## config.mk

```make
export PLATFORM = sky130hd
export DESIGN_NAME = wash_billing
export DESIGN_NICKNAME = d
export VERILOG_FILES = /design/src/rtl/wash_pkg.sv /design/src/rtl/btn_debounce.sv /design/src/rtl/wash_billing.sv
export SDC_FILE = /design/constraint.sdc
export NUM_CORES = 1
export LEC_CHECK = 0
export BUFFER_PORTS_ARGS = -buffer_cell sky130_fd_sc_hd__buf_2
export CORE_MARGIN = 3
export CORE_UTILIZATION = 40
export CTS_BUF_LIST = sky130_fd_sc_hd__clkbuf_4
export DETAILED_ROUTE_END_ITERATION = 10
export GPL_ROUTABILITY_DRIVEN = 0
export PLACE_DENSITY = 0.55
export SYNTH_ARGS = -nofsm -noshare
export SYNTH_HDL_FRONTEND = slang
export SYNTH_SLANG_ARGS = --single-unit
```

## constraint.sdc

```tcl
create_clock -name clk -period 9.81 [get_ports clk]
set_clock_uncertainty 0.1 [all_clocks]
set_input_delay 0.981 -clock clk [delete_from_list [all_inputs] [get_ports clk]]
set_output_delay 0.981 -clock clk [all_outputs]
set_load 0.005 [all_outputs]
```

## src/rtl/wash_pkg.sv

```systemverilog
// wash_pkg: shared types and constants for the washer billing front end.
//   bill_state_t : billing FSM states
//   PRICE0..3    : program prices in coin units, selected by a 2-bit sel
//   COIN1/5_VAL  : credit added by each coin button
//   price_of()   : sel -> price, sat_bal() : clamp a wide result into 0..max
package wash_pkg;

  typedef enum logic [1:0] {
    IDLE,
    CHARGE,
    RUN,
    ERR
  } bill_state_t;

  // Balance arithmetic runs one bit wider than bal so that overflow and
  // underflow are visible before clamping.
  typedef logic signed [11:0] wide_t;

  localparam int PRICE0    = 5;
  localparam int PRICE1    = 8;
  localparam int PRICE2    = 12;
  localparam int PRICE3    = 20;
  localparam int COIN1_VAL = 1;
  localparam int COIN5_VAL = 5;

  function automatic wide_t price_of(input logic [1:0] sel);
    case (sel)
      2'd0:    return wide_t'(PRICE0);
      2'd1:    return wide_t'(PRICE1);
      2'd2:    return wide_t'(PRICE2);
      default: return wide_t'(PRICE3);
    endcase
  endfunction

  function automatic logic signed [10:0] sat_bal(input wide_t v, input int max);
    if (v > wide_t'(max)) return 11'(max);
    if (v < 0)            return '0;
    return v[10:0];
  endfunction

endpackage

```

## src/rtl/btn_debounce.sv

```systemverilog
// btn_debounce: conditions one raw pushbutton.
//   clk, rst (async, active-low)
//   btn_raw : asynchronous button input
//   level   : debounced level, follows btn_raw after DB_CYCLES stable cycles
//   pulse   : registered one-cycle pulse on each rising edge of level
module btn_debounce #(
  parameter int DB_CYCLES = 2_000_000
) (
  input  logic clk,
  input  logic rst,
  input  logic btn_raw,
  output logic level,
  output logic pulse
);

  localparam int CNT_W = (DB_CYCLES > 1) ? $clog2(DB_CYCLES) : 1;
  localparam logic [CNT_W-1:0] CNT_LAST = CNT_W'(DB_CYCLES - 1);

  logic             sync1;
  logic             sync2;
  logic [CNT_W-1:0] cnt;
  logic             level_q;

  // NOTE: every flop here uses non-blocking assignment so the two-stage
  // synchronizer really is two stages; blocking would collapse it to one.
  always_ff @(posedge clk or negedge rst) begin
    if (!rst) begin
      sync1   <= 1'b0;
      sync2   <= 1'b0;
      cnt     <= '0;
      level   <= 1'b0;
      level_q <= 1'b0;
      pulse   <= 1'b0;
    end else begin
      sync1   <= btn_raw;
      sync2   <= sync1;
      level_q <= level;
      pulse   <= level & ~level_q;
      // Any bounce back to the current level restarts the stability window.
      if (sync2 == level) begin
        cnt <= '0;
      end else if (cnt == CNT_LAST) begin
        cnt   <= '0;
        level <= sync2;
      end else begin
        cnt <= cnt + 1'b1;
      end
    end
  end

endmodule

```

## src/rtl/wash_billing.sv

```systemverilog
// wash_billing: coin/purchase front end of the washer controller.
//   clk, rst (async, active-low)
//   coin1_btn, coin5_btn : raw coin buttons (+1, +5 units)
//   buy_btn, rfd_btn     : raw purchase / refund buttons
//   sel                  : program select, taken on the buy pulse
//   busy                 : washer running
//   bal                  : balance 0..BAL_MAX
//   start                : one-cycle purchase grant
//   err                  : insufficient-funds indication (ERR_CYCLES long)
//   refund, rfd_amt      : one-cycle refund pulse and the amount refunded
module wash_billing
  import wash_pkg::*;
#(
  parameter int CLK_HZ     = 100_000_000,
  parameter int DB_MS      = 20,
  parameter int DB_CYCLES  = CLK_HZ / 1000 * DB_MS,
  parameter int ERR_CYCLES = 100_000_000,
  parameter int BAL_MAX    = 999
) (
  input  logic               clk,
  input  logic               rst,
  input  logic               coin1_btn,
  input  logic               coin5_btn,
  input  logic               buy_btn,
  input  logic               rfd_btn,
  input  logic [1:0]         sel,
  input  logic               busy,
  output logic signed [10:0] bal,
  output logic               start,
  output logic               err,
  output logic               refund,
  output logic signed [10:0] rfd_amt
);

  localparam int ERR_W = (ERR_CYCLES > 1) ? $clog2(ERR_CYCLES) : 1;
  localparam logic [ERR_W-1:0] ERR_LAST = ERR_W'(ERR_CYCLES - 1);

  logic [3:0] btn_raw;
  logic [3:0] btn_pulse;
  logic [3:0] btn_level_unused;

  assign btn_raw = {rfd_btn, buy_btn, coin5_btn, coin1_btn};

  for (genvar i = 0; i < 4; i++) begin : g_db
    btn_debounce #(.DB_CYCLES(DB_CYCLES)) u_db (
      .clk    (clk),
      .rst    (rst),
      .btn_raw(btn_raw[i]),
      .level  (btn_level_unused[i]),
      .pulse  (btn_pulse[i])
    );
  end

  logic coin1_p, coin5_p, buy_p, rfd_p;
  assign {rfd_p, buy_p, coin5_p, coin1_p} = btn_pulse;

  bill_state_t        state, state_next;
  logic               seen_busy;
  logic [ERR_W-1:0]   err_cnt;
  logic signed [10:0] bal_next;
  logic               do_refund;
  wide_t              credit, price, bal_ext;

  assign bal_ext = wide_t'(bal);
  assign credit  = (coin1_p ? wide_t'(COIN1_VAL) : '0)
                 + (coin5_p ? wide_t'(COIN5_VAL) : '0);
  // Price is looked up from sel in the buy-pulse cycle, which is the only
  // cycle that uses it, so the purchase is immune to later sel changes.
  assign price   = price_of(sel);

  // NOTE: every output of this block gets a default first; a path that
  // skipped an assignment would otherwise infer a latch.
  always_comb begin
    state_next = state;
    bal_next   = sat_bal(bal_ext + credit, BAL_MAX);
    do_refund  = 1'b0;
    case (state)
      IDLE: begin
        // Refund beats a same-cycle buy.
        if (rfd_p) begin
          do_refund = 1'b1;
          bal_next  = sat_bal(credit, BAL_MAX);
        end else if (buy_p && !busy) begin
          if (bal_ext >= price) begin
            // Charged here so the reduced balance appears alongside start.
            state_next = CHARGE;
            bal_next   = sat_bal(bal_ext - price + credit, BAL_MAX);
          end else begin
            state_next = ERR;
          end
        end
      end
      CHARGE: state_next = RUN;
      RUN: begin
        if (!busy && seen_busy) state_next = IDLE;
      end
      ERR: begin
        if (rfd_p) begin
          do_refund  = 1'b1;
          bal_next   = sat_bal(credit, BAL_MAX);
          state_next = IDLE;
        end else if (err_cnt == ERR_LAST) begin
          state_next = IDLE;
        end
      end
      default: state_next = IDLE;
    endcase
  end

  always_ff @(posedge clk or negedge rst) begin
    if (!rst) begin
      state     <= IDLE;
      bal       <= '0;
      start     <= 1'b0;
      err       <= 1'b0;
      refund    <= 1'b0;
      rfd_amt   <= '0;
      seen_busy <= 1'b0;
      err_cnt   <= '0;
    end else begin
      state  <= state_next;
      bal    <= bal_next;
      // Registered from the next state: start is high exactly while in
      // CHARGE, err exactly while in ERR.
      start  <= (state_next == CHARGE);
      err    <= (state_next == ERR);
      refund <= do_refund;
      if (do_refund) rfd_amt <= bal;

      if (state == CHARGE)          seen_busy <= 1'b0;
      else if (state == RUN && busy) seen_busy <= 1'b1;

      if (state == ERR && state_next == ERR) err_cnt <= err_cnt + 1'b1;
      else                                   err_cnt <= '0;
    end
  end

endmodule

```

**Yosys cells after proc, flatten, opt, wreduce, memory -nomap -nowiden**

Index checks and enable logic that the tools add are counted.

- RAM bits: 0
- Memories: 0
- Bits in read-only memories: 0
- Register bits after elaboration: 159
- Bits in latches: 0

- Order comparisons: 7
- Muxes and demuxes: 67
- Shift operators: 0
- Multiply operators: 0
- Divide/modulo/power cells: 0
- Bitwise gates (word level): 12
- Reductions and logical operators: 13
- Equality and inequality tests: 16
- Add/sub/neg operators: 9

Operators with widths:

| cell | number |
|---|---|
| 11-bit 2-to-1 mux | 18 |
| 21-bit 2-to-1 mux | 8 |
| 21-bit by 1-bit adder with 21-bit output (second input constant) | 4 |
| 21-bit equality test (second input constant) | 4 |
| 1-bit 2-to-1 mux | 30 |
| 27-bit by 1-bit adder with 27-bit output (second input constant) | 1 |
| 27-bit equality test (second input constant) | 1 |
| 27-bit 2-to-1 mux | 1 |
| 12-bit by 11-bit greater-than comparator with 1-bit output (second input constant) | 2 |
| 12-bit by 1-bit < comparator with 1-bit output (second input constant) | 2 |
| 11-bit case mux with 2 select lines | 1 |
| 5-bit case mux with 3 select lines | 1 |
| 11-bit by 5-bit adder with 12-bit output | 1 |
| 12-bit by 5-bit adder with 12-bit output | 1 |
| 2-bit 2-to-1 mux | 6 |
| 11-bit by 6-bit subtractor with 12-bit output | 1 |
| 11-bit by 6-bit greater-or-equal comparator with 1-bit output | 1 |
| 4-bit by 10-bit greater-than comparator with 1-bit output (second input constant) | 1 |
| 2-bit equality test (second input constant) | 4 |
| 1-bit inverter | 8 |
| 2-bit case mux with 4 select lines | 1 |
| 2-bit AND reduction | 4 |
| 2-bit by 1-bit equality test with 1-bit output (second input constant) | 3 |
| 1-bit by 3-bit adder with 4-bit output | 1 |
| 9 further kinds | 19 |

**Logic depth before layout (Yosys ltp)**

- Word-level depth: 21
- Gate-level depth with buffers: 16
- Mapped depth without buffers: 15

**Hierarchy**

A second synthesis with hierarchy kept.

- Cell total of the unflattened synthesis: 919
- Area, all modules: 8976.1 µm²

By module, submodules not included:

| module | cells each | area each (µm²) | instances |
|---|---|---|---|
| wash_billing | 440 | 4015.1 | 1 |
| btn_debounce (g_db[0].u_db ...) | 119 | 1234.9 | 3 |
| btn_debounce (g_db[3].u_db) | 122 | 1256.2 | 1 |

**Worst setup path before layout**

OpenSTA, ideal clock, no wires.

- Path type: input port to flip-flop
- From: input sel[1]
- To: register bal[1]
- Data arrival time: 3724 ps
- Cell stages on the path: 15
- Required time: 9634 ps
- Slack: 5910 ps
- Path through: inv_1 -> ha_1 -> inv_1 -> fa_1 -> inv_1 -> ha_1 -> o21ai_1 -> o21ai_1 -> nand2_1 -> or4_4 -> a221oi_4 -> nor4_2 -> a311o_1 -> o221a_1 -> o21ai_1

- Cells in the longest elaborated chain, start to end: 17
- Elaborated cells on any way between the ends: 27
- Classes of those cells: add/sub (2); order compare (3); eq/ne (2); mux (19); reduce/logical (1)

Ends and longest elaborated chain:

| what | RTL line | RTL |
|---|---|---|
| start: declaration | wash_billing.sv:26 | `input logic [1:0] sel,` |
| 2-bit equality test, or another cell as far along | wash_pkg.sv:27 | `case (sel)` |
| 5-bit case mux with 3 select lines (*) | wash_pkg.sv:27 |  |
| 11-bit by 6-bit subtractor with 12-bit output | wash_billing.sv:87 | `bal_next = sat_bal(bal_ext - price + credit, BAL_MAX);` |
| 12-bit by 5-bit adder with 12-bit output | wash_billing.sv:87 |  |
| 12-bit by 1-bit < comparator with 1-bit output | wash_pkg.sv:37 | `if (v < 0) return '0;` |
| 1-bit 2-to-1 mux (2 in series) | wash_pkg.sv:37 |  |
| 1-bit 2-to-1 mux | wash_billing.sv:84 | `if (bal_ext >= price) begin` |
| 1-bit 2-to-1 mux | wash_billing.sv:83 | `end else if (buy_p && !busy) begin` |
| 1-bit 2-to-1 mux | wash_billing.sv:80 | `if (rfd_p) begin` |
| 1-bit 2-to-1 mux | wash_billing.sv:77 | `case (state)` |
| 11-bit 2-to-1 mux | wash_pkg.sv:38 | `return v[10:0];` |
| 11-bit 2-to-1 mux | wash_pkg.sv:37 |  |
| 11-bit 2-to-1 mux (*) | wash_billing.sv:84 |  |
| 11-bit 2-to-1 mux (*) | wash_billing.sv:83 |  |
| 11-bit 2-to-1 mux (*) | wash_billing.sv:80 |  |
| 11-bit case mux with 2 select lines (*) | wash_billing.sv:77 |  |
| via bal_next[1] | wash_billing.sv:60 | `logic signed [10:0] bal_next;` |
| end signal: assignment | wash_billing.sv:122 | `bal <= bal_next;` |
| end: declaration | wash_billing.sv:28 | `output logic signed [10:0] bal,` |

Mark *: on every way through the listed nets, which the timed path passes. The rest lies on a longest branch. The select of a mux whose other input is x is not followed.
A chain may end at the register's enable or synchronous reset.

**Final worst setup path**

- From: input sel[0]
- To: register err_cnt[4]

- Cells in the longest elaborated chain, start to end: 10
- Elaborated cells on any way between the ends: 12
- Classes of those cells: order compare (1); eq/ne (3); mux (6); reduce/logical (2)

Ends and longest elaborated chain:

| what | RTL line | RTL |
|---|---|---|
| 2-bit equality test, or another cell as far along | wash_pkg.sv:27 |  |
| 5-bit case mux with 3 select lines (*) | wash_pkg.sv:27 |  |
| 11-bit by 6-bit greater-or-equal comparator with 1-bit output (*) | wash_billing.sv:84 |  |
| 2-bit 2-to-1 mux (*) | wash_billing.sv:84 |  |
| 2-bit 2-to-1 mux (*) | wash_billing.sv:83 |  |
| 2-bit 2-to-1 mux (*) | wash_billing.sv:80 |  |
| 2-bit case mux with 4 select lines (*) | wash_billing.sv:77 |  |
| via state_next[1] | wash_billing.sv:57 | `bill_state_t state, state_next;` |
| 2-bit equality test (*) | wash_billing.sv:133 | `if (state == ERR && state_next == ERR) err_cnt <= err_cnt + 1'b1;` |
| 1-bit logical AND (*) | wash_billing.sv:133 |  |
| 27-bit 2-to-1 mux (*) | wash_billing.sv:133 |  |
| end signal: assignment | wash_billing.sv:133 |  |
| end: declaration | wash_billing.sv:59 | `logic [ERR_W-1:0] err_cnt;` |

Mark *: on every way through the listed nets, which the timed path passes. The rest lies on a longest branch.

==> summary.md <==
| Metric | Value |
|---|---|
| Outcome | completed |
| Chip width | roughly 150 um |
| First DRT Iteration DRCs | 423 |
| WL/cell | 14.2 um |
| CTS buffer count | 17 |
| Peak supply drop | around 0.06 mV |
| Slowest CP cell | nand3_1 |
| H-tree levels | 4 |
| 1st-pass router iterations | 5 |
| Worst skew pair latency | roughly 550 ps |
| CP Class | primary input to register |
| Worst setup EP type | register |
| TritonCTS clock tree | built |
| Post CTS Setup Buffer Count | 0 |
| Multi-input gate area | around 4300 um2 |
| Startpoint types | primary input |
| Register bit total from synthesis | approximately 160 |
| Final setup viols | 0 |
| EDFF count, synth | 0 |
| Hold_buf cts | 0 |
| Post-place setup slack | 5190 ps |
| Remaining global-route overflow | 0 |
| Avg Vias per Cell | 5.10 |
| Core area | approximately 21000 um2 |
| Worst Tran Pin Value | just over 1000 ps |
| Cts repair resizes | 0 |
| Cell at the root of the clock tree | clkbuf_4 |
| Top cell by count, worst path | inv_1 |
| Drt drc | 0 |
| Share of cells above drive strength 1 | a little under a tenth |
| Fill cells | slightly above 2000 |
| Cell leakage power | about 4.2 nW |
| Crit path time final | about 4000 ps |
| Cell taking the most area after synthesis | dfrtp_1 |
| Period utilization | between 40 and 50% |
| Max_slew headroom | between 30% and 40% |
| Clk buf depth | 2 |
| Slowest stage delay, CP | 760 ps |
| Clock transition at path regs | 130 ps |
| Critical Path AT | 4350 ps |
| Vias | between 6000 and 7000 |
| Initial antenna violation count | 1 |
| Slew Limit Fails | 0 |
| Top-area cell type share of the netlist area | between 40% and 50% |
| First-pass GRT wire length | just under 30000 um |
| Finished Core Util | about 44% |
| Distinct cells, synth | 64 |
| Gate Count Post-Synth | roughly 900 |
| CP Data Required Time | roughly 10000 ps |
| Reg2Reg Depth | 15 |
| Synth Net Count | around 960 |
| Synthesized cell area | between 8000 and 9000 um2 |
| P&R area growth vs syn | 7.91% |
| Ys flop type | dfrtp_1 |
| Total negative slack | 0 ps |
| Port buffer count | 33 |
| Final WS setup | 5810 ps |
| DIE AREA | around 23000 um2 |
| DP Area | 9050 um2 |
| Row Count | 53 |
| Worst min-delay path class | register to register |
| Synth top area cells | dfrtp_1, ha_1, nor2_1 |
| RSZ-0062 raised after global routing | false |
| Largest net degree at the start of global routing | 85 |
| Avg Inst Size Synth | around 9.5 um2 |
| Nets | 996 |
| Yosys Warn Count | 0 |
| Async SR Flop Fraction | 100% |
| Initial core utilization | between 40% and 50% |
| Worst-path cell chain | buf_2, inv_1, ha_1, inv_1, ha_1, inv_1, fa_1, nand2_1, o21ai_0, o211ai_1, mux2i_1, nand2_1, o22ai_1, a21oi_1, nand3_1, nor2_1 |
| Vias in the first global route | around 6000 |
| Worst hold path depth | 0 |
| Crit-path max FO | 26 |
| Seq/Total Area, Yosys | about 46% |
| Die H | 153 um |
| Detail Placement HPWL | between 10000 and 15000 um |
| IO Pins | 34 |
| Fin. Hold Viols | 0 |
| Max Cap Viol | 0 |
| Gr usage total | about 15% |
| Antenna Nets Post-Route | 0 |
| CTS Sinks | roughly 160 |
| Max Clk Rate | ~250 MHz |
| Total power divided by cell area | about 120 nW/um2 |
| Flip-flop and latch area | between 3000 and 4000 um2 |
| Cell area after layout | around 9300 um2 |
| Total power | about 1.1 mW |
| Final wirelength | ~17000 um |
[stage by stage]
stage | instances | hold WS [ps]
2_1_floorplan | 904 | 231
3_3_place_gp | 1195 | 234
3_5_place_dp | 1195 | 237
4_1_cts | 1227 | 267
5_1_grt | 1228 | 277
6_report | 1228 | 263
[cell type report]
class / instances / share of cell area, %
tap: 275 / 3.71
clock buffer: 17 / 1.37
inverter: 54 / 2.18
timing repair buffer: 34 / 1.93
sequential: 159 / 42.8
clock inverter: 15 / 1.16
antenna: 1 / 0.0269
multi-input combinational: 673 / 46.8
[path summary, 6_finish.rpt]
| check | startpoint | to | slack (ps) |
|---|---|---|---|
| max reg2reg | g_db[1].u_db.pulse$_DFF_PN0_ | bal[6]$_DFF_PN0_ | 5860 |
| min | g_db[2].u_db.sync1$_DFF_PN0_ | g_db[2].u_db.sync2$_DFF_PN0_ | 260 |
| max in group asynchronous | rst | g_db[3].u_db.cnt[16]$_DFF_PN0_ | 7820 |
| min in group asynchronous | rst | rfd_amt[4]$_DFFE_PN0P_ | 320 |
| min reg2reg | g_db[2].u_db.sync1$_DFF_PN0_ | g_db[2].u_db.sync2$_DFF_PN0_ | 260 |
| max | sel[0] | err_cnt[4]$_DFF_PN0_ | 5810 |
[cells by family (layout without fill, tap and decap cells)]
group / Yosys count / after routing / synth area share [%]
AND/OR/NAND/NOR: 394 / 394 / 22.4
flip-flops: 159 / 159 / 46.2
XOR/XNOR: 115 / 115 / 11.7
AO/OA/AOI/OAI: 110 / 110 / 8.40
buffers and inverters: 72 / 120 / 3.29
adder cells (fa/ha/maj): 48 / 48 / 7.33
multiplexers: 5 / 5 / 0.640
other: 1 / 2 / 0.0436
[cell usage after synthesis, types with 5 or more instances]
library cell / number
inv_1: 54
ha_1: 44
nand3_1: 59
o21ai_0: 39
or3_1: 9
nand4_1: 16
a21oi_1: 21
nor4_1: 8
nor3_1: 13
nor2b_1: 13
a211oi_1: 5
clkbuf_1: 13
and3_1: 25
nor2_1: 141
and4_1: 7
dfrtp_1: 159
xor2_1: 56
nand2_1: 63
and2_1: 10
or2_2: 6
xnor2_1: 59
[worst max-delay path: cells and delay by family]
kind	cells	cell delay, ps
muxes	1	120
and+or+nand+nor	4	1480
adders and majority gates	3	780
buffers and inverters	4	260
AOI/OAI and AO/OA	4	700
[flip-flops by register name (all words and copies together) (netlist names)]
signal / cells
g_db.u_db.level: 4
g_db.u_db.sync2: 4
g_db.u_db.cnt: 84
err: 1
seen_busy: 1
refund: 1
start: 1
state: 2
g_db.u_db.sync1: 4
g_db.u_db.level_q: 4
err_cnt: 27
bal: 11
g_db.u_db.pulse: 4
rfd_amt: 11
[placed cells by master (no fill, tap or decap), drive strengths merged, types with 7 or more instances in the layout]
| master | instances |
|---|---|
| nor3 | 13 |
| buf | 34 |
| nand2 | 64 |
| and4 | 7 |
| inv | 60 |
| a21oi | 23 |
| ha | 44 |
| xnor2 | 59 |
| clkbuf | 17 |
| and3 | 25 |
| o21ai | 43 |
| nor2 | 143 |
| dfrtp | 159 |
| clkinv | 7 |
| or3 | 9 |
| nand4 | 16 |
| nand3 | 59 |
| nor4 | 9 |
| nor2b | 13 |
| xor2 | 56 |
| and2 | 11 |
[layer usage]
| metal | global-route usage, % | part of all wire, % | up-vias |
|---|---|---|---|
| li1 | - | - | 3135 |
| met1 | 22.9 | 51 | 2989 |
| met2 | 22.2 | 43 | 127 |
| met3 | 3.46 | 4.5 | 17 |
| met4 | 4.71 | 1.3 | 0 |
| met5 | 0 | 0 | - |
[report_power, final]
| group | switching [mW] | total [mW] | internal (mW) |
|---|---|---|---|
| Clock | 0.249 | 0.352 | 0.103 |
| Combinational | 0.0355 | 0.0510 | 0.0155 |
| Sequential | 0.00601 | 0.667 | 0.661 |
Power figures use the tool's default switching activity.
